==> config.mk <==
export PLATFORM = sky130hd
export DESIGN_NAME = fas_peak_detect
export DESIGN_NICKNAME = d
export VERILOG_FILES = /design/src/rtl/fas_peak_detect.sv
export SDC_FILE = /design/constraint.sdc
export NUM_CORES = 2
export LEC_CHECK = 0
export CAP_MARGIN = 20
export CORE_MARGIN = 4
export CORE_UTILIZATION = 30
export CTS_CLUSTER_DIAMETER = 200
export DETAILED_ROUTE_END_ITERATION = 12
export GPL_TIMING_DRIVEN = 0
export PLACE_DENSITY = 0.49
export SYNTH_ARGS = -nofsm -noshare
export SYNTH_HDL_FRONTEND = slang
export SYNTH_SLANG_ARGS = --single-unit
==> constraint.sdc <==
create_clock -name clk -period 22.9 [get_ports clk]
set_clock_uncertainty 0.15 [all_clocks]
set_input_delay 6.87 -clock clk [delete_from_list [all_inputs] [get_ports clk]]
set_output_delay 6.87 -clock clk [all_outputs]
set_load 0.05 [all_outputs]
==> src/rtl/fas_peak_detect.sv <==
// Peak-bin detector: captures one 16-bin FFT frame and scans one bin per clock
// for the largest magnitude. Define FAS_PEAK_ABS_EN to use |re|+|im| instead of re^2+im^2.
module fas_peak_detect #(
  parameter int DW   = 16,
  parameter int NBIN = 16
) (
  input  logic            clk,
  input  logic            rst,
  input  logic            fft_valid,
  input  logic [2*DW-1:0] fft_d0,
  input  logic [2*DW-1:0] fft_d1,
  input  logic [2*DW-1:0] fft_d2,
  input  logic [2*DW-1:0] fft_d3,
  input  logic [2*DW-1:0] fft_d4,
  input  logic [2*DW-1:0] fft_d5,
  input  logic [2*DW-1:0] fft_d6,
  input  logic [2*DW-1:0] fft_d7,
  input  logic [2*DW-1:0] fft_d8,
  input  logic [2*DW-1:0] fft_d9,
  input  logic [2*DW-1:0] fft_d10,
  input  logic [2*DW-1:0] fft_d11,
  input  logic [2*DW-1:0] fft_d12,
  input  logic [2*DW-1:0] fft_d13,
  input  logic [2*DW-1:0] fft_d14,
  input  logic [2*DW-1:0] fft_d15,
  output logic            done,
  output logic [3:0]      freq,
  output logic            busy
);

`ifdef FAS_PEAK_ABS_EN
  localparam int MW = DW + 1;
`else
  localparam int MW = 2*DW + 1;
`endif

  typedef enum logic [1:0] {IDLE, SCAN, DONE} state_t;

  state_t            state, state_next;
  logic [2*DW-1:0]   words [NBIN];
  logic [2*DW-1:0]   frame [NBIN];
  logic [3:0]        cnt;
  logic [MW-1:0]     max_mag, mag, max_next;
  logic [3:0]        max_idx, idx_next;
  logic signed [DW-1:0] re, im;
  logic              accept, last;

  always_comb begin
    words[0]  = fft_d0;  words[1]  = fft_d1;  words[2]  = fft_d2;  words[3]  = fft_d3;
    words[4]  = fft_d4;  words[5]  = fft_d5;  words[6]  = fft_d6;  words[7]  = fft_d7;
    words[8]  = fft_d8;  words[9]  = fft_d9;  words[10] = fft_d10; words[11] = fft_d11;
    words[12] = fft_d12; words[13] = fft_d13; words[14] = fft_d14; words[15] = fft_d15;
  end

  assign accept = fft_valid && (state == IDLE || state == DONE);
  assign last   = (cnt == 4'(NBIN - 1));

  assign re = frame[cnt][2*DW-1:DW];
  assign im = frame[cnt][DW-1:0];

`ifdef FAS_PEAK_ABS_EN
  logic [DW:0] re_x, im_x, re_abs, im_abs;
  always_comb begin
    re_x   = {re[DW-1], re};
    im_x   = {im[DW-1], im};
    // one extra bit so that |-2^(DW-1)| is exact
    re_abs = re[DW-1] ? (~re_x + (DW+1)'(1)) : re_x;
    im_abs = im[DW-1] ? (~im_x + (DW+1)'(1)) : im_x;
    mag    = re_abs + im_abs;
  end
`else
  logic signed [2*DW-1:0] re_sq, im_sq;
  always_comb begin
    re_sq = re * re;
    im_sq = im * im;
    // squares are non-negative; zero-extend so the sum never overflows
    mag   = {1'b0, re_sq} + {1'b0, im_sq};
  end
`endif

  always_comb begin
    max_next = max_mag;
    idx_next = max_idx;
    if (cnt == '0 || mag > max_mag) begin
      max_next = mag;
      idx_next = cnt;
    end
  end

  always_ff @(posedge clk or posedge rst) begin
    if (rst) state <= IDLE;
    else     state <= state_next;
  end

  always_comb begin
    state_next = state;
    case (state)
      IDLE:    if (fft_valid) state_next = SCAN;
      SCAN:    if (last)      state_next = DONE;
      DONE:    state_next = fft_valid ? SCAN : IDLE;
      default: state_next = IDLE;
    endcase
  end

  always_comb begin
    done = (state == DONE);
    busy = (state != IDLE);
  end

  always_ff @(posedge clk or posedge rst) begin
    if (rst) begin
      cnt     <= '0;
      max_mag <= '0;
      max_idx <= '0;
      freq    <= '0;
      for (int unsigned k = 0; k < NBIN; k++) frame[k] <= '0;
    end else begin
      if (accept) begin
        for (int unsigned k = 0; k < NBIN; k++) frame[k] <= words[k];
        cnt <= '0;
      end
      if (state == SCAN) begin
        cnt     <= cnt + 4'd1;
        max_mag <= max_next;
        max_idx <= idx_next;
        // load freq on the final bin so it is already valid in the DONE cycle
        if (last) freq <= idx_next;
      end
    end
  end

endmodule

==> results.sh <==
export IMPL_status="finished, final reports clean"
export IMPL_cp_arrival_ns=14.69
export IMPL_worst_setup_path_end_kind="register"
export IMPL_dpl_cell_area_um2=52800
export IMPL_synth_main_ff_cell="dfrtp_1"
export IMPL_postLayoutCoreUtil_pct=37.3
export IMPL_clock_sinks=559
export IMPL_slew_violations=0
export IMPL_timing_critical_path_buf_inv=9
export IMPL_cts_hold_buffers=0
export IMPL_hp_start="frame[390]"
export IMPL_ys_async_sr_fraction_pct=100
export IMPL_detailed_place_hpwl_um=145000
export IMPL_synth_nets=6048
export IMPL_grt_pass1_wl_um=254000
export IMPL_drt_first_iter_violations=2755
export IMPL_synth_edf_count=0
export IMPL_drc=0
export IMPL_slew_headroom_pct=24.5
export IMPL_r2r_end="max_idx[3]"
export IMPL_hold_path_cell_count=2
export IMPL_syn_area_per_cell_um2=9.31
export IMPL_die_area_um2=156000
export IMPL_ant_nets=0
export IMPL_vias_per_cell=4.83
export IMPL_wl_um=175000
export IMPL_chipHeight_um=394
export IMPL_vias=35800
export IMPL_antenna_found_initial=18
export IMPL_ff2ff_setup_slack_ns=8.61
export IMPL_holdWs_ns=0.316
export IMPL_netlist_area_um2=44800
export IMPL_drt_first_pass_iters=6
export IMPL_cap_violations=0
export IMPL_post_drt_wl_per_cell_um=23.6
export IMPL_drive_gt1_share_pct=7.01
export IMPL_synthCells=4812
export IMPL_max_stage_delay_ns=0.63
export IMPL_ys_seq_area_share_pct=31.2
export IMPL_gp_congestion=0.891
export IMPL_die_x_um=394
export IMPL_cts_max_level=3
export IMPL_ff2ff_path_depth=46
export IMPL_grt_use_total_pct=22.4
export IMPL_crit_required_ns=23.30
export IMPL_grt_pass1_vias=37800
export IMPL_numCtsBuffers=70
export IMPL_insertion_delay_ns=0.69
export IMPL_grt_overflow_total=0
export IMPL_finalHoldViolations=0
export IMPL_core_area_um2=148000
export IMPL_fin_crit_ns=14.29
export IMPL_cp_max_fo=10
export IMPL_cts_tree="yes"
export IMPL_cp_depth=46
export IMPL_worst_pin_slew_ns=1.13
export IMPL_finalNetCount=6660
export IMPL_cp_common_cell="buf_2"
export IMPL_clockBufferDepth=3
export IMPL_postLayoutCellArea_um2=55200
export IMPL_crit_path_top_delay_cell="buf_2"
export IMPL_hold_path_class="register to register"
export IMPL_yosys_warnings=0
export IMPL_cts_setup_buffers=0
export IMPL_path_delay_family="compound AO/OA/AOI/OAI gates"
export IMPL_syn_to_final_growth_pct=23.2
export IMPL_critical_path_class="register to register"
export IMPL_rsz0062_at_grt="no"
export IMPL_r2r_start="cnt[0]"
export IMPL_finalSetupViolations=0
export IMPL_worstHoldEndpoint="frame[390]"
export IMPL_startpoint_type="register"
export IMPL_cts_resized=0
export IMPL_clkTransAtPathRegs_ns=0.06
export IMPL_fmax_ghz=0.0700
export IMPL_root_buffer="clkbuf_16"
export IMPL_rows=141
export IMPL_fin_crit_sh_pct=62.4
export IMPL_grt_max_degree=121
export IMPL_io_pins=521
export IMPL_place_port_buffers=520
export IMPL_ys_ff_latch=559
export IMPL_fillCellCount=15200
export IMPL_start_util_pct=30.3
export IMPL_ys_types=69
[cell usage after synthesis, drive strengths merged (5+ instances only)]
| library cell | number | area [um2] |
|---|---|---|
| and2 | 58 | 363 |
| o21a | 17 | 128 |
| xnor2 | 80 | 701 |
| nand2 | 1740 | 6530 |
| a211o | 7 | 61.3 |
| nor2 | 122 | 458 |
| nand3 | 17 | 85.1 |
| buf | 59 | 295 |
| a21o | 51 | 383 |
| nor2b | 29 | 181 |
| nand2b | 18 | 113 |
| a31o | 6 | 52.6 |
| xor2 | 20 | 175 |
| o21bai | 12 | 90.1 |
| dfrtp | 559 | 14000 |
| o21ai | 63 | 315 |
| clkbuf | 137 | 514 |
| a211oi | 5 | 37.5 |
| mux2 | 22 | 248 |
| ha | 244 | 3050 |
| mux4 | 156 | 3510 |
| mux2i | 6 | 60.1 |
| fa | 477 | 9550 |
| nand4 | 11 | 68.8 |
| inv | 719 | 2700 |
| or2 | 6 | 37.5 |
| a21oi | 85 | 425 |
| and3 | 11 | 68.8 |
| nor3 | 15 | 75.1 |
[through the flow]
step           setup WS, ns  std cells  TNS (ns)
6_report               8.61       7413         0
5_1_grt                8.09       7409         0
4_1_cts                8.73       7406         0
3_5_place_dp           8.78       7281         0
3_3_place_gp          -7.87       7262  -4337.97
2_1_floorplan         0.248       4812         0
[how the worst max path moves through the flow]
stage / startpoint / to / slack, ns
4_1_cts: cnt[0] / max_idx[3] / 8.73
3_3_place_gp: rst / frame[351] / -7.87
5_1_grt: cnt[0] / max_mag[20] / 8.09
2_1_floorplan: rst / cnt[0] / 0.25
3_5_place_dp: cnt[0] / max_idx[2] / 8.78
6_report: cnt[0] / max_idx[3] / 8.61
[flip-flops by register name, summed over array words and instances, names as in the netlist]
name     flops
state        2
max_mag     33
frame      512
freq         4
max_idx      4
cnt          4
[cell families (layout without fill, tap and decap cells)]
kind of cell | count (synthesis) | in the layout | synth area share (%)
flops | 559 | 559 | 31.2
buf+inv | 916 | 1581 | 7.84
simple gates | 2038 | 2038 | 18.0
mux | 184 | 184 | 8.53
xor+xnor | 100 | 100 | 1.95
compound gates | 294 | 294 | 4.34
fa+ha+maj | 721 | 721 | 28.1
other cells | 0 | 6 | 0
[metal layers]
metal | global-route usage [%] | vias up | share of wire, %
met5 | 0 | - | 0.065
met4 | 8.04 | 18 | 3.9
met3 | 4.63 | 243 | 7.0
met2 | 37.2 | 1224 | 48
met1 | 29.0 | 18200 | 41
li1 | - | 16100 | -
[tightest hold or removal path, delay by kind of cell (launching register included)]
family | cells | cell delay (ns)
and+or+nand+nor | 2 | 0.10
DFF | 1 | 0.33
[layout make-up]
cell class	instances	area, um2	area share (%)
diodes	6	15.0	0.0272
plain buffers	196	813	1.47
clock buffers	98	1970	3.56
clock inverters	27	408	0.739
inverters	720	2710	4.91
multi-input cells	3337	27300	49.5
flip-flops and latches	559	14000	25.3
well taps	1930	2410	4.37
repair buffers	540	5580	10.1
[placed cells by master, fill, tap and decap left out, drive strengths merged, types with 7 or more instances in the layout]
master,instances
mux2,22
buf,79
fa,477
clkdlybuf4s50,520
xor2,20
inv,724
a21o,51
mux4,156
ha,244
o21bai,12
nor2b,29
xnor2,80
a21oi,85
and3,11
clkbuf,235
and2,58
nand4,11
nand3,17
nor2,122
nand2,1740
dfrtp,559
a211o,7
o21a,17
clkinv,16
nor3,15
nand2b,18
o21ai,63
Power is not shown: default switching activity piles up to over one toggle a cycle in this logic, so the estimate is an artifact.
